==> src/rtl/dmem_bus_bridge_pkg.sv <==
// dmem_bus_bridge_pkg: shared state encoding, lane helper and fault-cause codes for the dmem bus bridge
package dmem_bus_bridge_pkg;
   typedef enum logic [1:0] {DMB_IDLE, DMB_REQ, DMB_DONE} dmb_state_t;
   typedef enum logic [1:0] {FC_NONE, MISALIGN, BUS_ERR, TIMEOUT} dmb_fault_t;
   function automatic int dmb_lanes(input int dw);
      return dw / 8;
   endfunction
endpackage

==> src/rtl/dmem_lane_mask.sv <==
// dmem_lane_mask: expands byte-lane enables into a per-bit mask
module dmem_lane_mask
   import dmem_bus_bridge_pkg::*;
#(
   parameter int DATA_WIDTH = 32
) (
   input  logic [dmb_lanes(DATA_WIDTH)-1:0] be,
   output logic [DATA_WIDTH-1:0]            mask
);
   for (genvar i = 0; i < dmb_lanes(DATA_WIDTH); i++) begin : g_lane
      assign mask[8*i +: 8] = {8{be[i]}};
   end
endmodule

==> src/rtl/dmem_bus_bridge.sv <==
// dmem_bus_bridge: turns single-cycle CPU loads/stores into req/ack bus transactions,
// stalling the pipeline until completion and pulsing cpu_fault on misalign, bus error or timeout
module dmem_bus_bridge
   import dmem_bus_bridge_pkg::*;
#(
   parameter int          ADDR_WIDTH     = 32,
   parameter int          DATA_WIDTH     = 32,
   parameter int unsigned TIMEOUT_CYCLES = 255
) (
   input  logic                            clk,
   input  logic                            reset,
   input  logic [ADDR_WIDTH-1:0]           cpu_addr,
   input  logic [DATA_WIDTH-1:0]           cpu_wdata,
   input  logic                            cpu_read,
   input  logic                            cpu_write,
   input  logic [dmb_lanes(DATA_WIDTH)-1:0] cpu_byte_enable,
   output logic [DATA_WIDTH-1:0]           cpu_rdata,
   output logic                            cpu_stall,
   output logic                            cpu_fault,
   output logic                            bus_req,
   output logic                            bus_we,
   output logic [ADDR_WIDTH-1:0]           bus_addr,
   output logic [DATA_WIDTH-1:0]           bus_wdata,
   output logic [dmb_lanes(DATA_WIDTH)-1:0] bus_be,
   input  logic                            bus_ack,
   input  logic [DATA_WIDTH-1:0]           bus_rdata,
   input  logic                            bus_err
);
   dmb_state_t              state;
   logic [31:0]             cnt;
   logic [DATA_WIDTH-1:0]   rmask;
   logic                    req, bad, tmo;
   dmem_lane_mask #(.DATA_WIDTH(DATA_WIDTH)) u_mask (.be(bus_be), .mask(rmask));
   assign req = cpu_read | cpu_write;
   assign bad = (cpu_addr[1:0] != 2'b00) || (cpu_byte_enable == '0);
   assign tmo = (TIMEOUT_CYCLES != 0) && (cnt + 32'd1 == TIMEOUT_CYCLES);
   // stall must assert in the request cycle itself, and drop with reset
   assign cpu_stall = reset && (state == DMB_REQ || (state == DMB_IDLE && req));
   always_ff @(posedge clk or negedge reset) begin
      if (!reset) begin
         state     <= DMB_IDLE;
         cnt       <= '0;
         cpu_rdata <= '0;
         cpu_fault <= 1'b0;
         bus_req   <= 1'b0;
         bus_we    <= 1'b0;
         bus_addr  <= '0;
         bus_wdata <= '0;
         bus_be    <= '0;
      end else begin
         case (state)
            DMB_IDLE: if (req) begin
               bus_we    <= cpu_write;
               bus_addr  <= {cpu_addr[ADDR_WIDTH-1:2], 2'b00};
               bus_wdata <= cpu_wdata;
               bus_be    <= cpu_byte_enable;
               cnt       <= '0;
               bus_req   <= !bad;
               cpu_fault <= bad;
               if (bad && !cpu_write) cpu_rdata <= '0;
               state     <= bad ? DMB_DONE : DMB_REQ;
            end
            DMB_REQ: begin
               cnt <= cnt + 32'd1;
               // an ack in the timeout cycle still completes normally
               if (bus_ack) begin
                  bus_req   <= 1'b0;
                  cpu_fault <= bus_err;
                  if (!bus_we) cpu_rdata <= bus_err ? '0 : (bus_rdata & rmask);
                  state     <= DMB_DONE;
               end else if (tmo) begin
                  bus_req   <= 1'b0;
                  cpu_fault <= 1'b1;
                  if (!bus_we) cpu_rdata <= '0;
                  state     <= DMB_DONE;
               end
            end
            default: begin
               cpu_fault <= 1'b0;
               state     <= DMB_IDLE;
            end
         endcase
      end
   end
endmodule

==> config.mk <==
export PLATFORM = sky130hd
export DESIGN_NAME = dmem_bus_bridge
export DESIGN_NICKNAME = d
export VERILOG_FILES = /design/src/rtl/dmem_bus_bridge_pkg.sv /design/src/rtl/dmem_lane_mask.sv /design/src/rtl/dmem_bus_bridge.sv
export SDC_FILE = /design/constraint.sdc
export NUM_CORES = 1
export LEC_CHECK = 0
export CAP_MARGIN = 10
export CORE_ASPECT_RATIO = 0.75
export CORE_UTILIZATION = 50
export DETAILED_ROUTE_END_ITERATION = 7
export GPL_ROUTABILITY_DRIVEN = 0
export PLACE_DENSITY = 0.89
export SKIP_CTS_REPAIR_TIMING = 1
export SYNTH_ARGS = -nofsm -noshare
export SYNTH_HDL_FRONTEND = slang
export SYNTH_SLANG_ARGS = --single-unit
==> constraint.sdc <==
create_clock -name clk -period 9.1 [get_ports clk]
set_input_delay 0.91 -clock clk [delete_from_list [all_inputs] [get_ports clk]]
set_output_delay 0.91 -clock clk [all_outputs]
set_load 0.03 [all_outputs]
==> results of run 1 <==
power groups by stage:
stage / combinational [mW] / sequential (mW) / clock [mW]
4_1_cts: 0.798 / 0.801 / 0.699
2_1_floorplan: 0.192 / 1.03 / 0
6_report: 0.794 / 0.803 / 0.693
3_3_place_gp: 0.779 / 0.803 / 0
3_5_place_dp: 0.788 / 0.803 / 0
5_1_grt: 0.845 / 0.816 / 0.724
layer usage:
| layer | track usage, % | vias up |
|---|---|---|
| met5 | 0 | - |
| met4 | 12.16 | 0 |
| met3 | 9.327 | 55 |
| met2 | 45.22 | 247 |
| met1 | 36.01 | 2860 |
| li1 | - | 2874 |
registers in the layout, indices dropped and copies added, names as in the netlist:
name       cells
bus_wdata     32
cnt           32
cpu_rdata     32
bus_addr      30
bus_be         4
state          2
bus_req        1
bus_we         1
cpu_fault      1
worst max-delay path by stage:
stage | start | to | slack, ns | depth (start not counted)
floorplan | cnt[0] | cpu_rdata[2] | 6.16 | 11
detailed placement | cpu_write | cpu_stall | 4.78 | 7
CTS | cpu_write | cpu_stall | 4.77 | 7
global placement | cpu_write | cpu_stall | 4.78 | 7
global route | cpu_write | cpu_stall | 4.62 | 7
finish | cpu_write | cpu_stall | 4.75 | 7
kinds of logic (layout without fill, tap and decap cells):
| kind of cell | count (synthesis) | count (layout) | share of synthesized area, % |
|---|---|---|---|
| AOI/OAI and AO/OA | 141 | 141 | 14.38 |
| xor gates and xnor gates | 3 | 3 | 0.4144 |
| adders and majority gates | 2 | 2 | 0.3946 |
| buffers and inverters | 49 | 249 | 3.157 |
| DFF | 135 | 135 | 53.28 |
| muxes | 5 | 5 | 0.8090 |
| other | 1 | 2 | 0.05914 |
| and+or+nand+nor | 402 | 402 | 27.51 |
critical path, delay by kind of cell:
family | cells | cell delay, ns
buffers and inverters | 4 | 2.06
and+or+nand+nor | 2 | 0.25
AOI/OAI and AO/OA | 1 | 0.17
through the flow:
stage	util [%]	hold WS, ns	std cells
floorplan	-	0.4559	739
global placement	69.06	0.4564	1073
detailed placement	69.06	0.4614	1073
CTS	73.91	0.4719	1105
global route	73.91	0.4943	1105
finish	73.91	0.4547	1105
layout make-up:
cell class | instances | area, sq um | share of cell area (%)
Sequential cell | 135 | 3378 | 37.14
Multi-Input combinational cell | 555 | 2779 | 30.55
Timing Repair Buffer | 213 | 2118 | 23.29
Clock buffer | 20 | 456.7 | 5.021
Tap cell | 166 | 207.7 | 2.284
Clock inverter | 12 | 140.1 | 1.541
Inverter | 4 | 15.01 | 0.1651
cells in the mapped netlist (all sizes together) (2+ instances only):
cell,instances
nand2b,5
and3,10
dfrtp,135
nand3,16
a21oi,11
nor3b,2
ha,2
and4,4
or3,4
a21o,33
o21ai,54
a311oi,2
xnor2,2
nand2,259
nor2b,5
buf,17
or4,2
nor4,8
nand4,15
nor3,9
o21a,3
a41oi,4
nor2,56
and2,4
clkbuf,28
a211oi,2
o31ai,12
inv,4
mux2i,4
a31oi,10
==> results.ini, run 1 <==
[sta]
period_share_pct = 47.82
slew_viol_final = 0
final-setup-viol-count = 0
finalSetupTns_ns = 0
fin_skew_ns = 0.008105
report.final.hold_viol_count = 0
worst_pin_slew_ns = 1.074
worst_slack_ns = 4.748
fin_crit_ns = 4.352
relSlewSlack_pct = 28.38
rsz0062_at_grt = false
fmax_mhz = 229.8

[pwr]
power_switching_uw = 841.0
clockPowerShare_pct = 30.3
irDropWorstVdd_mv = 0.2210
power_mw = 2.290
p_comb_share_pct = 34.7
pwr-share-seq_pct = 35.1
internal_power_mw = 1.449
power.density_nw_per_um2 = 251.8
p_leak_nw = 4.263
switching_share_pct = 36.73

[cells_and_area]
final_common_cell = nand2_1
layout-drive-gt1-share_pct = 5.325
antenna_cells = 0
area_growth_pct = 43.43
final_cell_mix = nand2_1 (259), clkdlybuf4s50_1 (206), dfrtp_1 (135)
final_area_sq_um = 9095
nNetsFinal = 1034
n_fill_cell = 820

[yosys]
ys_top_cells_by_area = dfrtp_1 (53%), nand2_1 (15%), o21ai_0 (4.2%), a21o_1 (3.9%), nor2_1 (3.3%)
synthCells = 738
seq_area_frac_synth_pct = 53.28
netlist_area_sq_um = 6341
yosys_warnings = 0
synth_seq_cells = 135
synth_top_cell_by_area = dfrtp_1
async_flop_share_pct = 100.0
synth.distinct_cells = 54
synth-main-ff-cell = dfrtp_1
synth_edf_count = 0
avgSynthCellArea_sq_um = 8.592
synth_top_area_share_pct = 53.28

[die]
core_sq_um = 12310
num_io_pins = 210
die_h_um = 99.53
die_area_sq_um = 13140
floorplan.initialDensity_pct = 51.53
die_w_um = 132.0
rows = 35

[placement]
placed_cell_area_sq_um = 8498
place_hpwl_um = 12000
port_buffers = 207
pre_cts_ws_ns = 4.777

[drt]
drc = 0
viasPerCell = 5.462
drt_iter0_drc = 436
wl_met2_um = 8325
vias = 6036
wl_met3_um = 1495
wl_met1_um = 7842
dr.max_layer_used = met4
drtPass1Iterations = 5
finalWirelength_um = 18300
wl_per_cell_um = 16.56
ant_nets = 0

[grt]
grt_pass1_wl_um = 29160
grt_pass1_vias = 5991
grt_max_degree = 77
grt_util_all_layers_pct = 28.48
grt_antenna_before_repair = 0
grt.overflow.total = 0

[worst_setup_path]
r2r_slack_ns = 5.20
cp.arrival_ns = 3.44
cpMaxStageDelayCell = clkdlybuf4s50_1
path_class = in2out
cp-start-kind = input port
crit_fanout = 68
slowest_delay_ns = 0.68
reg2reg_depth = 8
rr_startpoint = cnt[9]
crit_chain = clkdlybuf4s50_1, o21a_2, buf_4, nor2_1, buf_4, nor2b_1, clkdlybuf4s50_1
critPathRequiredTime_ns = 8.19
r2r-end = cpu_rdata[25]
endpoint_kind = output pin

[clock_network]
clk_latency_ns = 0.42
cts.root.buffer_cell = clkbuf_16
path_clk_slew_ns = 0.06
clock_sinks = 135
cts_buffer_depth = 2
htreeDepth = 4
numCtsBuffers = 17
cts_tree = done

[flow_run]
drv_cap = 0

[min_path]
hold_path_class = in2async

[outcome]
status = finished clean

Note: power is estimated with default switching activity, not from simulation.
==> run 2: changes to the inputs <==
--- a/config.mk
+++ b/config.mk
@@ -7,10 +7,10 @@
 export LEC_CHECK = 0
 export CAP_MARGIN = 10
 export CORE_ASPECT_RATIO = 0.75
-export CORE_UTILIZATION = 50
+export CORE_UTILIZATION = 46
 export DETAILED_ROUTE_END_ITERATION = 7
 export GPL_ROUTABILITY_DRIVEN = 0
-export PLACE_DENSITY = 0.89
+export PLACE_DENSITY = 0.83
 export SKIP_CTS_REPAIR_TIMING = 1
 export SYNTH_ARGS = -nofsm -noshare
 export SYNTH_HDL_FRONTEND = slang
==> constraint.sdc (replaced) <==
create_clock -name clk -period 4.15 [get_ports clk]
set_input_delay 0.415 -clock clk [delete_from_list [all_inputs] [get_ports clk]]
set_output_delay 0.415 -clock clk [all_outputs]
set_load 0.03 [all_outputs]
==> run 2 against run 1 <==
  * Sequential share of layout area shrank 0.14 points
  * Critical path depth grew 1
  * Power grew 120%
  * Via count shrank 2.3%
  * Setup slack lost 4.3 ns
  * Final area grew 0.37%
  * Clock power grew 110%
  * Hold slack gained 0.018 ns
  * Register-to-register slack lost 4.8 ns
  * Routed wire length shrank 2.8%
  * Global-route usage shrank 1.9 points
  * Highest routed layer unchanged
==> results.ini, run 2 (synthesis gave the netlist of run 1 again) <==
[outcome]
status = finished clean

[sta]
whs_ns = 0.4727  ; +0.01796 ns
rsz0062_at_grt = false
finalSetupTns_ns = 0  ; unchanged
period_share_pct = 89.29
worst_pin_slew_ns = 1.045  ; -0.02930 ns
fmax_mhz = 269.9
fin_crit_ns = 3.706
slew_viol_final = 0  ; unchanged
relSlewSlack_pct = 30.33  ; +2.0 points
report.final.hold_viol_count = 0  ; unchanged
fin_skew_ns = 0.01147  ; +0.003361 ns
final-setup-viol-count = 0  ; unchanged

[drt]
drtPass1Iterations = 5  ; unchanged
finalWirelength_um = 17780  ; -2.8%
viasPerCell = 5.285  ; -3.2%
vias = 5898  ; -2.3%
wl_per_cell_um = 15.93  ; -3.8%
drt_iter0_drc = 565  ; +30%
drc = 0  ; unchanged
ant_nets = 0  ; unchanged

[die]
die_w_um = 137.6  ; +4.2%
die_area_sq_um = 14260  ; +8.5%
rows = 36  ; +2.9%
die_h_um = 103.7  ; +4.2%
floorplan.initialDensity_pct = 48.05  ; -3.5 points
num_io_pins = 210  ; unchanged
core_sq_um = 13200  ; +7.2%

[grt]
grt_pass1_vias = 5974  ; -0.28%
gr-max-usage-layer = met2
grtUsageMet1_pct = 34.57  ; -1.4 points
grt_util_all_layers_pct = 26.59  ; -1.9 points
grt.overflow.total = 0  ; unchanged
grt_pass1_wl_um = 29610  ; +1.6%
use_met2_pct = 41.42  ; -3.8 points
use_met3_pct = 9.545  ; +0.22 points
grt_max_degree = 79  ; +2.6%
grt_antenna_before_repair = 0  ; unchanged

[pwr]
p_leak_nw = 4.283  ; +0.47%
power.density_nw_per_um2 = 542.1  ; +120%
internal_power_mw = 3.112  ; +110%
clockPowerShare_pct = 29.6  ; -0.7 points
pwr-share-seq_pct = 35.4  ; +0.3 points
irDropWorstVdd_mv = 0.4382  ; +98%
power_switching_mw = 1.837  ; +120%
switching_share_pct = 37.13  ; +0.40 points
p_comb_share_pct = 35.0  ; +0.3 points

[clock_network]
path_clk_slew_ns = 0.06  ; about the same
cts_tree = done
cts_buffer_depth = 2  ; unchanged
htreeDepth = 4  ; unchanged
clock_sinks = 135  ; unchanged
numCtsBuffers = 17  ; unchanged
cts.root.buffer_cell = clkbuf_16
clk_latency_ns = 0.42  ; about the same

[worst_setup_path]
cp.arrival_ns = 4.00  ; +0.56 ns
cp-start-kind = flip-flop
r2r_slack_ns = 0.44  ; -4.76 ns
crit_fanout = 32  ; -53%
path_class = reg2reg
endpoint_kind = flip-flop
critPathRequiredTime_ns = 4.45  ; -3.74 ns

[placement]
dp.cells = 1083  ; +0.93%
place_hpwl_um = 12200  ; +1.7%
port_buffers = 207  ; unchanged

[cells_and_area]
nNetsFinal = 1040  ; +0.58%
final_cell_mix = nand2_1 (259), clkdlybuf4s50_1 (206), dfrtp_1 (135)
fin_cells = 1116  ; +1.0%
antenna_cells = 0  ; unchanged
top_regs = bus_wdata x32, cnt x32, cpu_rdata x32
regArea_sq_um = 3378  ; unchanged
final_core_util_pct = 69.17  ; -4.7 points
n_fill_cell = 1001  ; +22%
final_common_cell = nand2_1
area_growth_pct = 43.96
layout-drive-gt1-share_pct = 5.820  ; +0.50 points
multi_input_area_sq_um = 2779  ; unchanged

[flow_run]
drv_cap = 0  ; unchanged

[min_path]
hold_path_class = reg2reg

run 2: per-layer routing:
layer  routed length (um)  share of wire (%)
met1                 7712                 43
met2                 8295                 47
met3                 1564                8.8
met4                  208                1.2
met5                    0                  0
run 2: power by group through the flow:
stage	combinational, mW	sequential, mW	clock [mW]
after CTS	1.74	1.75	1.49
after global placement	1.72	1.76	0
after global routing	1.86	1.79	1.54
after detailed placement	1.74	1.76	0
after floorplan	0.420	2.26	0
final	1.73	1.75	1.46
run 2: final cells by class:
| class | count | area share [%] |
|---|---|---|
| clock buffers | 19 | 4.852 |
| well taps | 171 | 2.344 |
| inverters | 4 | 0.1645 |
| flip-flops and latches | 135 | 37.01 |
| repair buffers | 219 | 23.73 |
| clock inverters | 13 | 1.467 |
| multi-input cells | 555 | 30.44 |
run 2: final timing paths:
check / startpoint / end / depth (start not counted)
worst max-delay path: cnt[9] / cpu_rdata[16] / 8
worst min-delay path: bus_wdata[1] / bus_wdata[1] / 2
worst max register to register: cnt[9] / cpu_rdata[16] / 8
worst min register to register: bus_wdata[1] / bus_wdata[1] / 2
max in group asynchronous: reset / cpu_rdata[28] / 3
min in group asynchronous: reset / cnt[15] / 2
run 2: worst max-delay path, cell delays in order (launching register included):
cell and delay [ns]:
dfrtp_1 0.58, nand3_1 0.20, or4_4 0.64, nor4_1 0.55, nand4_1 0.18, a221oi_2 0.30, a41oi_2 0.22, a21o_1 0.58
a21o_1 0.33
run 2: stage by stage:
stage,power [mW],setup slack [ns],area [sq um]
6_report,4.949,0.4444,9129
4_1_cts,4.988,0.4861,9119
3_5_place_dp,3.496,0.5078,8542
2_1_floorplan,2.682,1.214,6345
3_3_place_gp,3.478,0.6271,8542
5_1_grt,5.196,0.2058,9129
==> run 3: changes to the inputs <==
--- a/config.mk
+++ b/config.mk
@@ -12,6 +12,7 @@
 export GPL_ROUTABILITY_DRIVEN = 0
 export PLACE_DENSITY = 0.83
 export SKIP_CTS_REPAIR_TIMING = 1
+export SKIP_LAST_GASP = 1
 export SYNTH_ARGS = -nofsm -noshare
 export SYNTH_HDL_FRONTEND = slang
 export SYNTH_SLANG_ARGS = --single-unit
==> constraint.sdc (replaced) <==
create_clock -name clk -period 3.9 [get_ports clk]
set_input_delay 0.39 -clock clk [delete_from_list [all_inputs] [get_ports clk]]
set_output_delay 0.39 -clock clk [all_outputs]
set_load 0.03 [all_outputs]
==> run 3 against run 2 <==
  * Final cell count is essentially flat
  * Largest power group unchanged
  * Critical path depth grew 1
  * Routed wire length grew 2.4%
  * Via count grew 1.6%
  * Sequential power grew 7%
  * Die area is the same
==> results.ini, run 3 (synthesis gave the netlist of run 1 again) <==
[clock_network]
htreeDepth = 4  ; unchanged
cts_buffer_depth = 2  ; unchanged
clk_latency_ns = 0.41  ; about the same
cts.root.buffer_cell = clkbuf_16
clock_sinks = 135  ; unchanged
cts_tree = done
path_clk_slew_ns = 0.06  ; about the same
numCtsBuffers = 17  ; unchanged

[worst_setup_path]
cp-start-kind = flip-flop
endpoint_kind = flip-flop
r2r_slack_ns = 0.46  ; about the same
crit_fanout = 32  ; unchanged
reg2reg_depth = 9  ; +1
rr_startpoint = cnt[9]
worstSetupStartpoint = cnt[9]
crit_chain = nand3_1, or4_4, nor4_1, nand4_1, a221oi_2, a41oi_2, a21o_1, buf_4, a21o_1
path_class = reg2reg
path_common_cell = a21o_1
cpMaxStageDelayCell = or4_4
crit_family = simple AND/OR/NAND/NOR gates
r2r-end = cpu_rdata[26]
crit_cells = 9  ; +1
cp.buffers_inverters = 1  ; +1
critPathRequiredTime_ns = 4.20  ; -0.25 ns
endpoint = cpu_rdata[26]
slowest_delay_ns = 0.64  ; about the same
cp.arrival_ns = 3.74  ; -0.26 ns

[cells_and_area]
top_regs = bus_wdata x32, cnt x32, cpu_rdata x32
final_area_sq_um = 9119  ; -0.11%
n_fill_cell = 1004  ; +0.30%
fin_cells = 1115  ; -0.090%
layout-drive-gt1-share_pct = 5.826  ; +0.0062 points
area_growth_pct = 43.80
final_core_util_pct = 69.09  ; -0.076 points
final_common_cell = nand2_1
nNetsFinal = 1039  ; -0.096%
final_cell_mix = nand2_1 (259), clkdlybuf4s50_1 (206), dfrtp_1 (135)
antenna_cells = 0  ; unchanged
regArea_sq_um = 3378  ; unchanged
multi_input_area_sq_um = 2779  ; unchanged

[grt]
grt.overflow.total = 0  ; unchanged
grt_max_degree = 74  ; -6.3%
grt_antenna_before_repair = 0  ; unchanged
grt_pass1_wl_um = 29350  ; -0.91%
grt_pass1_vias = 5790  ; -3.1%
grt_util_all_layers_pct = 26.65  ; +0.057 points

[drt]
finalWirelength_um = 18210  ; +2.4%
vias = 5994  ; +1.6%
drc = 0  ; unchanged
ant_nets = 0  ; unchanged
viasPerCell = 5.376  ; +1.7%
drtPass1Iterations = 5  ; unchanged
wl_per_cell_um = 16.33  ; +2.5%
drt_iter0_drc = 471  ; -17%

[die]
rows = 36  ; unchanged
die_area_sq_um = 14260  ; unchanged
die_h_um = 103.7  ; unchanged
num_io_pins = 210  ; unchanged
floorplan.initialDensity_pct = 48.05  ; unchanged
die_w_um = 137.6  ; unchanged
core_sq_um = 13200  ; unchanged

[flow_run]
drv_cap = 0  ; unchanged

[outcome]
status = finished clean

[sta]
whs_ns = 0.4725  ; -0.0001710 ns
period_share_pct = 88.32  ; -0.97 points
fin_crit_ns = 3.445  ; -0.2610 ns
rsz0062_at_grt = false
slew_viol_final = 0  ; unchanged
fin_skew_ns = 0.007931  ; -0.003535 ns
relSlewSlack_pct = 36.65  ; +6.3 points
worst_pin_slew_ns = 0.9503  ; -0.09478 ns
finalSetupTns_ns = 0  ; unchanged
final-setup-viol-count = 0  ; unchanged
worst_slack_ns = 0.4554  ; +0.01102 ns
fmax_mhz = 290.3  ; +7.6%
report.final.hold_viol_count = 0  ; unchanged

[pwr]
power.density_nw_per_um2 = 578.4  ; +6.7%
irDropWorstVdd_mv = 0.4647  ; +6.0%
power_mw = 5.274  ; +6.6%
p_leak_nw = 4.277  ; -0.15%

[min_path]
hold_path_class = reg2reg

[placement]
place_hpwl_um = 12400  ; +1.6%
port_buffers = 207  ; unchanged
dp.cells = 1082  ; -0.092%
pre_cts_ws_ns = 0.5129  ; +0.005151 ns
placed_cell_area_sq_um = 8534  ; about the same

-- run 3: worst reg2reg max path, cell delays in order, from the launching register on --
cell,delay [ns]
dfrtp_1,0.57
nand3_1,0.17
or4_4,0.64
nor4_1,0.57
nand4_1,0.19
a221oi_2,0.29
a41oi_2,0.21
a21o_1,0.21
buf_4,0.23
a21o_1,0.24
-- run 3: area by class of cell --
type                    count  area share [%]
clock buffers              19           4.967
well taps                 171           2.346
flip-flops and latches    135           37.05
multi-input cells         555           30.47
clock inverters            13           1.331
inverters                   4          0.1647
repair buffers            218           23.67
-- run 3: worst min-delay path by stage --
| stage | from | end | slack (ns) | cells past startpoint |
|---|---|---|---|---|
| finish | bus_wdata[16] | bus_wdata[16] | 0.47 | 2 |
| global route | cpu_wdata[2] | bus_wdata[2] | 0.49 | 3 |
| CTS | reset | cpu_rdata[11] | -0.02 | 1 |
| detailed placement | reset | cpu_rdata[11] | 0.42 | 1 |
| global placement | reset | cnt[25] | 0.42 | 1 |
| floorplan | reset | bus_addr[10] | 0.09 | 0 |
-- run 3: report_power, final --
group / switching [mW] / internal, mW / leakage, nW
combinational: 1.13 / 0.717 / 2.24
clock: 0.637 / 0.918 / 0.274
sequential: 0.185 / 1.68 / 1.76
total: 1.96 / 3.32 / 4.28
-- run 3: per-layer routing --
| layer | vias to the layer above | share of wire (%) | global-route usage, % |
|---|---|---|---|
| met5 | - | 0 | 0 |
| met4 | 0 | 1.4 | 8.006 |
| met3 | 22 | 9.9 | 9.936 |
| met2 | 237 | 46 | 39.81 |
| met1 | 2847 | 43 | 35.79 |
| li1 | 2888 | - | - |
